[config.mk]
export PLATFORM = sky130hd
export DESIGN_NAME = fetch_controller_flat
export DESIGN_NICKNAME = d
export VERILOG_FILES = /design/src/rtl/mips_pkg.sv /design/src/rtl/fetch_controller_if.sv /design/src/rtl/pc_holding_register.sv /design/src/rtl/fetch_controller.sv /design/src/flat_wrapper.sv
export SDC_FILE = /design/constraint.sdc
export NUM_CORES = 1
export LEC_CHECK = 0
export ABC_AREA = 1
export CAP_MARGIN = 20
export CORE_MARGIN = 4
export CORE_UTILIZATION = 46
export CTS_CLUSTER_DIAMETER = 60
export DETAILED_ROUTE_END_ITERATION = 6
export PLACE_DENSITY = 0.8
export SLEW_MARGIN = 20
export SYNTH_ARGS = -nofsm -noshare
export SYNTH_HDL_FRONTEND = slang
export SYNTH_SLANG_ARGS = --single-unit
[constraint.sdc]
create_clock -name clock -period 1.75 [get_ports clock]
set_input_delay 0.525 -clock clock [delete_from_list [all_inputs] [get_ports clock]]
set_output_delay 0.525 -clock clock [all_outputs]
set_load 0.01 [all_outputs]
[src/rtl/mips_pkg.sv]
// mips_pkg: fetch-path FSM encoding, word size, reset vector and alignment helper.
package mips_pkg;
  localparam logic [1:0] S_FETCH = 2'd0;
  localparam logic [1:0] S_REFILL = 2'd1;
  localparam logic [1:0] S_DONE = 2'd2;
  localparam int WORD_BYTES = 4;
  localparam logic [31:0] RESET_ADDRESS = 32'h0000_0000;
  function automatic logic [31:0] word_align(input logic [31:0] a);
    return {a[31:2], 2'b00};
  endfunction
endpackage

[src/rtl/fetch_controller_if.sv]
// fetch_controller_if: cache, hazard, redirect and refill-memory signals of the fetch stage.
interface fetch_controller_if;
  logic cache_hit;
  logic hazard_stall;
  logic branch_taken;
  logic [31:0] branch_target;
  logic jump;
  logic [31:0] jump_target;
  logic memory_ready;
  logic memory_read;
  logic [31:0] memory_address;
  logic refill_done;
  logic [31:0] instruction_address;
  logic fetch_valid;
  modport master(
    input cache_hit, hazard_stall, branch_taken, branch_target, jump, jump_target, memory_ready,
    output memory_read, memory_address, refill_done, instruction_address, fetch_valid
  );
  modport slave(
    output cache_hit, hazard_stall, branch_taken, branch_target, jump, jump_target, memory_ready,
    input memory_read, memory_address, refill_done, instruction_address, fetch_valid
  );
endinterface

[src/rtl/pc_holding_register.sv]
// pc_holding_register: program counter that loads i_next when i_load is high, else holds.
module pc_holding_register #(
  parameter logic [31:0] RESET_ADDRESS = mips_pkg::RESET_ADDRESS
) (
  input  logic        clock,
  input  logic        reset,
  input  logic        i_load,
  input  logic [31:0] i_next,
  output logic [31:0] o_pc
);
  logic [31:0] r_pc;
  always_ff @(posedge clock or negedge reset)
    if (!reset) r_pc <= RESET_ADDRESS;
    else if (i_load) r_pc <= i_next;
  assign o_pc = r_pc;
endmodule

[src/rtl/fetch_controller.sv]
// fetch_controller: next-PC selection plus a FETCH/REFILL/DONE FSM that refills a missed
// cache line one word at a time from main memory.
module fetch_controller #(
  parameter logic [31:0] RESET_ADDRESS = mips_pkg::RESET_ADDRESS,
  parameter int LINE_WORDS = 4
) (
  input logic clock,
  input logic reset,
  fetch_controller_if.master bus
);
  import mips_pkg::*;
  localparam int CW = $clog2(LINE_WORDS);
  localparam logic [31:0] LINE_MASK = 32'(LINE_WORDS * WORD_BYTES - 1);
  logic [1:0] r_state;
  logic [1:0] w_state_next;
  logic [CW-1:0] r_count;
  logic [31:0] r_line_base;
  logic [31:0] w_pc;
  logic [31:0] w_next_pc;
  logic w_fetch;
  logic w_go;
  logic w_redirect;
  logic w_miss;
  logic w_last;
  assign w_fetch = r_state == S_FETCH;
  assign w_go = w_fetch && !bus.hazard_stall;
  assign w_redirect = bus.jump || bus.branch_taken;
  assign w_miss = w_go && !w_redirect && !bus.cache_hit;
  assign w_last = r_count == CW'(LINE_WORDS - 1);
  assign w_next_pc = bus.jump ? word_align(bus.jump_target)
                   : bus.branch_taken ? word_align(bus.branch_target)
                   : w_pc + 32'd4;
  pc_holding_register #(.RESET_ADDRESS(word_align(RESET_ADDRESS))) u_pc (
    .clock (clock),
    .reset (reset),
    .i_load(w_go && (w_redirect || bus.cache_hit)),
    .i_next(w_next_pc),
    .o_pc  (w_pc)
  );
  always_comb
    w_state_next = w_fetch ? (w_miss ? S_REFILL : S_FETCH)
                 : r_state == S_REFILL ? (bus.memory_ready && w_last ? S_DONE : S_REFILL)
                 : S_FETCH;
  always_ff @(posedge clock or negedge reset)
    if (!reset) begin
      r_state <= S_FETCH;
      r_count <= '0;
      r_line_base <= '0;
    end else begin
      r_state <= w_state_next;
      if (w_miss) begin
        r_line_base <= w_pc & ~LINE_MASK;
        r_count <= '0;
      end else if (r_state == S_REFILL && bus.memory_ready) begin
        r_count <= r_count + CW'(1);
      end
    end
  // refill request depends only on registered state, never on memory_ready
  assign bus.memory_read = r_state == S_REFILL;
  assign bus.memory_address = r_line_base + (32'(r_count) << 2);
  assign bus.refill_done = r_state == S_DONE;
  assign bus.instruction_address = w_pc;
  assign bus.fetch_valid = reset && w_go && bus.cache_hit;
endmodule

[src/flat_wrapper.sv]
// flat-port wrapper written by rule: the top's interface ports become plain ports
module fetch_controller_flat import mips_pkg::*;
#(
  parameter logic [31:0] RESET_ADDRESS = mips_pkg::RESET_ADDRESS,
  parameter int LINE_WORDS = 4
)
  (clock, reset, bus_cache_hit, bus_hazard_stall, bus_branch_taken, bus_branch_target, bus_jump, bus_jump_target, bus_memory_ready, bus_memory_read, bus_memory_address, bus_refill_done, bus_instruction_address, bus_fetch_valid);
  fetch_controller_if bus_i ();
  input logic clock;
  input logic reset;
  input wire logic [$bits(bus_i.cache_hit)-1:0] bus_cache_hit;
  input wire logic [$bits(bus_i.hazard_stall)-1:0] bus_hazard_stall;
  input wire logic [$bits(bus_i.branch_taken)-1:0] bus_branch_taken;
  input wire logic [$bits(bus_i.branch_target)-1:0] bus_branch_target;
  input wire logic [$bits(bus_i.jump)-1:0] bus_jump;
  input wire logic [$bits(bus_i.jump_target)-1:0] bus_jump_target;
  input wire logic [$bits(bus_i.memory_ready)-1:0] bus_memory_ready;
  output wire logic [$bits(bus_i.memory_read)-1:0] bus_memory_read;
  output wire logic [$bits(bus_i.memory_address)-1:0] bus_memory_address;
  output wire logic [$bits(bus_i.refill_done)-1:0] bus_refill_done;
  output wire logic [$bits(bus_i.instruction_address)-1:0] bus_instruction_address;
  output wire logic [$bits(bus_i.fetch_valid)-1:0] bus_fetch_valid;
  assign bus_i.cache_hit = bus_cache_hit;
  assign bus_i.hazard_stall = bus_hazard_stall;
  assign bus_i.branch_taken = bus_branch_taken;
  assign bus_i.branch_target = bus_branch_target;
  assign bus_i.jump = bus_jump;
  assign bus_i.jump_target = bus_jump_target;
  assign bus_i.memory_ready = bus_memory_ready;
  assign bus_memory_read = bus_i.memory_read;
  assign bus_memory_address = bus_i.memory_address;
  assign bus_refill_done = bus_i.refill_done;
  assign bus_instruction_address = bus_i.instruction_address;
  assign bus_fetch_valid = bus_i.fetch_valid;
  fetch_controller #(.RESET_ADDRESS(RESET_ADDRESS), .LINE_WORDS(LINE_WORDS)) u_core (.clock(clock), .reset(reset), .bus(bus_i));
endmodule
; Word-level counts from Yosys, hierarchy flattened
; Cells that the tools add are included.
[op_classes]
n_addsub = 3
n_eq_ne = 3
n_mux = 8
reduce_logical = 15
[op_table]
columns = operator, count
row1 = $mux 32, 2
row2 = $add 32x3->32 const B, 1
row3 = $add 32x4->32, 1
row4 = $mux 2, 5
row5 = $logic_and 1x1->1, 8
row6 = $eq 2x2->1 const B, 2
row7 = $logic_not 1->1, 3
row8 = $add 2x1->2 const B, 1
row9 = $eq 2x1->1 const B, 1
row10 = $logic_not 2->1, 1
row11 = $logic_or 1x1->1, 2
row12 = $reduce_bool 2->1, 1
row13 = $mux 1, 1
[word_totals]
register_bits = 64
inputBits = 71
output_inout_bits = 67

; Depth between registers and ports, before layout
; Gate-level depths: netlist of run 1.
[depth]
depth_word = 6
depth_mapped = 11
ltp_nobuf = 11

; Cells and area by module
; From an unflattened synthesis of run 1, not the netlist that was laid out.
[unflattened]
cells_unflattened = 623
area_unflattened_um2 = 4215.3
[by_module_without_submodules]
columns = module, instances, cells_per_inst, area_per_inst_um2, seq_area_each_um2
row1 = fetch_controller, 1, 487, 2922.8, 800.8
row2 = pc_holding_register, 1, 136, 1292.5, 800.8

; Worst setup path after synthesis of run 1
; OpenSTA, ideal clock, no wires.
[synth_path]
kind = reg2reg
start = register u_core.u_pc.r_pc[3] (netlist: u_core.u_pc.o_pc[3])
end = register u_core.u_pc.r_pc[22] (netlist: u_core.u_pc.o_pc[22])
arrival_ps = 1344
path_slack_ps = 289
path_stages_with_launch = 11
path_buffers = 0
synth_period_minus_slack_ps = 1461
path_cell_list = dfrtp_1 ha_1 nand2_2 nor2_8 nand2_4 nor2_4 nand3_1 nand3_1 nand2_1 nand2_1 nand2_1
[synth_via]
elab_chain_cells = 3
[synth_rtl]
columns = element, line
row1 = start: declaration, pc_holding_register.sv:11  ; logic [31:0] r_pc;
row2 = start signal: assignment, pc_holding_register.sv:14  ; else if (i_load) r_pc <= i_next;
row3 = $add 32x3->32, fetch_controller.sv:32  ; : w_pc + 32'd4;
row4 = $mux 32, fetch_controller.sv:31  ; : bus.branch_taken ? word_align(bus.branch_target)
row5 = $mux 32, fetch_controller.sv:30  ; assign w_next_pc = bus.jump ? word_align(bus.jump_target)
; No other way between the ends.
; A chain may end at the register's enable or synchronous reset.

; Worst setup path in the final report of run 1
[layout_path]
start = register u_core.r_state[1]
end = register u_core.r_line_base[26]
[layout_via]
elab_chain_cells = 4
[layout_rtl]
columns = element, line
row1 = start: declaration, fetch_controller.sv:14  ; logic [1:0] r_state;
row2 = start signal: assignment, fetch_controller.sv:50  ; r_state <= w_state_next;
row3 = $logic_not 2->1, fetch_controller.sv:25  ; assign w_fetch = r_state == S_FETCH;
row4 = $logic_and 1x1->1, fetch_controller.sv:26  ; assign w_go = w_fetch && !bus.hazard_stall;
row5 = $logic_and 1x1->1 (2 in a row), fetch_controller.sv:28  ; assign w_miss = w_go && !w_redirect && !bus.cache_hit;
row6 = end signal: assignment, fetch_controller.sv:52  ; r_line_base <= w_pc & ~LINE_MASK;
row7 = end: declaration, fetch_controller.sv:17  ; logic [31:0] r_line_base;
; No other way between the ends.

==> results of run 1 <==
[state kept, by name, indices dropped and copies added, names as in the netlist]
register / cells
u_core.r_line_base: 28
u_core.u_pc.o_pc: 30
u_core.r_state: 2
u_core.r_count: 2
[area by class of cell]
| type | instances | area (µm²) |
|---|---|---|
| inverter | 45 | 178.9 |
| clock inverter | 1 | 5.005 |
| fill | 695 | 2311 |
| multi-input combinational | 431 | 2108 |
| tap | 105 | 131.4 |
| clock buffer | 13 | 168.9 |
| timing repair buffer | 176 | 1752 |
| sequential | 62 | 1562 |
[worst max-delay path, stage by stage (launching register included)]
cell and delay, ps:
dfrtp_1 390, nor3_2 220, inv_1 90, buf_4 130, buf_4 120, buf_4 130, nor2_4 170, inv_4 100
clkbuf_16 200, nand2_1 60, o21ai_0 70
[cell usage after synthesis]
cell type  number
nand3_1        31
buf_4           4
nand2_4         3
clkbuf_1        7
clkinv_1        1
xor2_1          6
nor2_4          6
conb_1          1
nor2_2          8
a21oi_1        43
or2_2           1
inv_2           5
nor2_1         97
buf_1           3
inv_1          39
nand3_2         2
nand2_2         7
o21ai_1         9
a21oi_2         1
nor2_8          2
o21ai_0        32
buf_2          13
nor3_1          1
nor3_2          1
nand2_1       158
a32oi_1         1
ha_1            2
dfrtp_1        62
o211ai_1        8
a22oi_1         8
[power by group through the flow]
stage	Clock, mW	Combinational [mW]	Sequential, mW
floorplan	0	1.90	3.03
global placement	0	4.36	2.83
detailed placement	0	4.46	2.86
CTS	1.16	4.48	2.68
global route	1.22	5.25	2.80
finish	1.15	4.81	2.71
[final timing paths]
path,from,endpoint,slack [ps],cells after the start
min in group clock,u_core.r_line_base[17]$_DFFE_PN0P_,u_core.r_line_base[17]$_DFFE_PN0P_,470,2
worst max register to register,u_core.r_state[1]$_DFF_PN0_,u_core.r_line_base[26]$_DFFE_PN0P_,-60,10
worst max-delay path,u_core.r_state[1]$_DFF_PN0_,u_core.r_line_base[26]$_DFFE_PN0P_,-60,10
worst min register to register,u_core.r_line_base[17]$_DFFE_PN0P_,u_core.r_line_base[17]$_DFFE_PN0P_,470,2
max in group asynchronous,reset,u_core.u_pc.o_pc[11]$_DFFE_PN0N_,760,2
worst min-delay path,reset,u_core.r_line_base[7]$_DFFE_PN0P_,390,2
[logic make-up (layout without fill, tap and decap cells)]
kind of cell / Yosys count / in the layout / share of synthesized area
and+or+nand+nor: 317 / 317 / 0.3578
buffers and inverters: 72 / 235 / 0.07769
AOI/OAI and AO/OA: 102 / 102 / 0.1438
xor gates and xnor gates: 6 / 6 / 0.01354
adders and majority gates: 2 / 2 / 0.006446
DFF: 62 / 62 / 0.3997
other: 1 / 4 / 0.0009662
[per-layer routing]
metal | track usage | up-vias
met5 | 0 | -
met4 | 0.09979 | 0
li1 | - | 2114
met1 | 0.3504 | 2061
met3 | 0.03475 | 32
met2 | 0.4377 | 226
[timing repair]
action,4_1_cts,5_1_grt
setup endpoints to repair,61,65
gates cloned,0,6
resized for setup,81,40
pin swaps,2,10
buffers inserted,19,2
==> summary.txt, run 1 <==
status: complete, but fails checks
failing checks: setup timing
Comb pwr share: 0.555
Yosys reg bits: 62
post-route setup slack: -62.95 ps
placed instance count: 794
hpwl dp: 9.414 mm
post-route setup TNS: -699.7 ps
Final Hold Fails: 0
WL met3: 1.146 mm
diodes inserted: 0
most frequent cells in the layout: nand2_1, nor2_1, clkdlybuf4s50_1, dlygate4sd2_1, dfrtp_1
Max Clk Rate: 551.6 MHz
Tot GR Track Use: 0.2632
global-route wire length before repair: 20.62 mm
largest net degree at the start of global routing: 63
Yosys top cell by area: dfrtp_1
post-synth top area share: 0.3997
Crit path required time: 1970 ps
Sw Ratio: 0.4355
final net count: 798
utilization after layout: 0.7187
worst-path fanout max: 19
Pint: 4.891 mW
Longest Clk Path Bufs: 2
measured slew at the worst slew-check pin: 818.5 ps
non-filler cells in the finished layout: 833
max-cap violations: 0
Mapped Cells: 562
Tightest Hold Check Type: primary input to async pin
WL/cell: 16.69 µm
most common cell after layout, fill and taps aside: nand2_1
CTS tree: yes
synth top area cells: dfrtp_1, nand2_1, nor2_1
Startpoint Class: flop
Total Die Area: 9971 µm²
die height: 99.86 µm
DR vias/cell: 5.322
DR vias: 4433
IO Port Bufs: 129
Clock Tree Root: clkbuf_8
final setup fails: 25
final WL: 13.91 mm
antenna violations before repair: 0
DP Area: 5393 µm²
CP Class: flop to flop
Final Total Pwr: 8.664 mW
Area growth, synth to finish: 52.16%
1st-pass router iterations: 5
PD cells: 1467 nW/µm²
crit path time final: 1813 ps
Arrival @ worst endpoint: 2030 ps
pre-CTS setup slack: -594.0 ps
met1 wire length: 5.595 mm
grt ovf: 0
count of pins over their slew limit: 0
CTS buffer count: 9
Avg Cell Area, Syn: 6.906 µm²
synth warn: 0
Clk pin slew, worst setup/hold paths: 70 ps
Mapped Area: 3881 µm²
clock sink count: 62
Design Area, Final: 5906 µm²
Rows: 33
IO Count: 138
core footprint: 8217 µm²
Switch Pwr: 3.773 mW
DR top layer: met4
gp weighted congestion: 0.9004
LEAKAGE: 2.917 nW
period utilization: 1.036
clock network power share: 0.133
Max H-tree Level: 3
vias in the first global route: 4188
worst skew pair latency: 340 ps
skew final: 6.768 ps
Synth cell types: 30
met2 wire length: 6.720 mm
drt first-iter violations: 283
WHS: 388.9 ps
Rel. slew slack: 0.4543
fraction of layout cells with a size suffix above 1: 0.1662
DIE WIDTH: 99.86 µm
unrepaired setup endpoints after global routing: yes
sequential area share after synthesis: 0.3997
residual DRC count: 0
CP Capture Type: flop
VDD IR max: 765.4 µV
ANT nets after route: 0
starting utilization of the core area: 0.4724
Reg power frac: 0.313
Hold-fix buffers, CTS: 0
No activity file was read; power rests on OpenSTA's default activity.
==> inputs of run 2 (changes only) <==
--- a/config.mk
+++ b/config.mk
@@ -11,6 +11,7 @@
 export CORE_UTILIZATION = 46
 export CTS_CLUSTER_DIAMETER = 60
 export DETAILED_ROUTE_END_ITERATION = 6
+export MAX_ROUTING_LAYER = met4
 export PLACE_DENSITY = 0.8
 export SLEW_MARGIN = 20
 export SYNTH_ARGS = -nofsm -noshare
==> run 2 against run 1 <==
  * The run still ends with setup timing left
  * First-iteration DRC count down 0.71%
  * Final cell count down 0.72%
  * Global-route usage up 1.3 points
  * Fmax up 1.5%
  * Sequential cell count unchanged
  * Register-to-register slack better by 130 ps
  * Largest power group unchanged
  * Worst setup slack better by 27 ps
  * Via count down 3.0%
  * Clock power up 15%
==> summary.txt, run 2 (synthesized netlist as in run 1, its figures left out) <==
status: complete, but fails checks (unchanged)
failing checks: setup timing (unchanged)
period utilization: 1.020 (was 1.036)
largest net degree at the start of global routing: 63 (unchanged)
CP Class: flop to output port (was flop to flop)
Longest Clk Path Bufs: 2 (unchanged)
vias in the first global route: 4268 (was 4188)
worst-path fanout max: 2 (was 19)
post-route setup slack: -35.65 ps (was -62.95 ps)
most common cell after layout, fill and taps aside: nand2_1 (unchanged)
hpwl dp: 9.619 mm (was 9.414 mm)
Final Hold Fails: 0 (unchanged)
pre-CTS setup slack: -652.6 ps (was -594.0 ps)
residual DRC count: 0 (unchanged)
CP Capture Type: output port (was flop)
grt ovf: 0 (unchanged)
die height: 99.86 µm (unchanged)
DR vias/cell: 5.200 (was 5.322)
Design Area, Final: 5737 µm² (was 5906 µm²)
CTS tree: yes (unchanged)
Tot GR Track Use: 0.2766 (was 0.2632)
diodes inserted: 0 (unchanged)
Final Total Pwr: 8.594 mW (was 8.664 mW)
clock sink count: 62 (unchanged)
post-route setup TNS: -35.65 ps (was -699.7 ps)
final WL: 13.02 mm (was 13.91 mm)
most frequent cells in the layout: nand2_1, nor2_1, clkdlybuf4s50_1, dlygate4sd2_1, dfrtp_1 (unchanged)
1st-pass router iterations: 5 (unchanged)
skew final: 12.22 ps (was 6.768 ps)
Clock Tree Root: clkbuf_8 (unchanged)
unrepaired setup endpoints after global routing: yes (unchanged)
LEAKAGE: 2.857 nW (was 2.917 nW)
max reg flops: 30 (unchanged)
final setup fails: 1 (was 25)
max-cap violations: 0 (unchanged)
non-filler cells in the finished layout: 827 (was 833)
gp weighted congestion: 0.8930 (was 0.9004)
global-route wire length before repair: 21.12 mm (was 20.62 mm)
PD cells: 1498 nW/µm² (was 1467 nW/µm²)
CTS buffer count: 9 (unchanged)
WHS: 371.1 ps (was 388.9 ps)
Clk pin slew, worst setup/hold paths: 70 ps (about the same)
IO Port Bufs: 129 (unchanged)
Tightest Hold Check Type: primary input to async pin (unchanged)
Area growth, synth to finish: 47.81% (was 52.16%)
ANT nets after route: 0 (unchanged)
WL/cell: 15.74 µm (was 16.69 µm)
Arrival @ worst endpoint: 1260 ps (was 2030 ps)
worst skew pair latency: 340 ps (about the same)
Crit path required time: 1220 ps (was 1970 ps)
Startpoint Class: flop (unchanged)
DP Area: 5405 µm² (was 5393 µm²)
placed instance count: 794 (unchanged)
antenna violations before repair: 0 (unchanged)
Rows: 33 (unchanged)
utilization after layout: 0.6982 (was 0.7187)
VDD IR max: 796.7 µV (was 765.4 µV)
DR vias: 4300 (was 4433)
core footprint: 8217 µm² (unchanged)
fraction of layout cells with a size suffix above 1: 0.1510 (was 0.1662)
Max Clk Rate: 560.0 MHz (was 551.6 MHz)
crit path time final: 1786 ps (was 1813 ps)
starting utilization of the core area: 0.4724 (unchanged)
IO Count: 138 (unchanged)
Rel. slew slack: 0.4597 (was 0.4543)
drt first-iter violations: 281 (was 283)
DIE WIDTH: 99.86 µm (unchanged)
final net count: 791 (was 798)
Max H-tree Level: 3 (unchanged)
Total Die Area: 9971 µm² (unchanged)
count of pins over their slew limit: 0 (unchanged)
measured slew at the worst slew-check pin: 810.4 ps (was 818.5 ps)
run 2: final cells by class:
type / count / area, µm²
Fill cell: 688 / 2480
Multi-Input combinational cell: 431 / 2085
Timing Repair Buffer: 169 / 1584
Sequential cell: 62 / 1560
Inverter: 45 / 168.9
Clock buffer: 12 / 165.2
Tap cell: 105 / 131.4
Clock inverter: 3 / 42.54
run 2: critical path: stages, from the launching register on:
cell,delay (ps)
dfrtp_1,400
nor3_4,240
inv_2,60
nor2_1,80
buf_2,140
run 2: routing by layer:
metal / routed length (µm) / track usage / vias to the layer above
li1: - / - / 2105
met1: 5432 / 0.3534 / 2000
met2: 6457 / 0.4525 / 175
met3: 867 / 0.04934 / 20
met4: 260 / 0.07878 / 0
met5: 0 / - / -
run 2: path summary, 6_finish.rpt:
kind	depth (start not counted)	slack, ps	end	from
setup / recovery	4	-40	bus_fetch_valid	u_core.r_state[0]$_DFF_PN0_
hold / removal	2	370	u_core.u_pc.o_pc[2]$_DFFE_PN0N_	reset
setup reg to reg	8	70	u_core.u_pc.o_pc[12]$_DFFE_PN0N_	u_core.u_pc.o_pc[3]$_DFFE_PN0N_
hold reg to reg	2	480	u_core.r_line_base[24]$_DFFE_PN0P_	u_core.r_line_base[24]$_DFFE_PN0P_
max in group asynchronous	2	750	u_core.u_pc.o_pc[17]$_DFFE_PN0N_	reset
min in group clock	2	480	u_core.r_line_base[24]$_DFFE_PN0P_	u_core.r_line_base[24]$_DFFE_PN0P_
run 2: what timing repair did:
item | in CTS | in global routing
setup buffers | 17 | 1
pin swaps | 2 | 6
setup endpoints to repair | 60 | 21
hold buffers | 0 | 0
gates resized for setup | 74 | 20
run 2: where the power goes:
group / switching, mW / total, mW / internal [mW]
logic: 2.56 / 4.60 / 2.03
registers: 0.544 / 2.68 / 2.13
clock network: 0.558 / 1.32 / 0.764
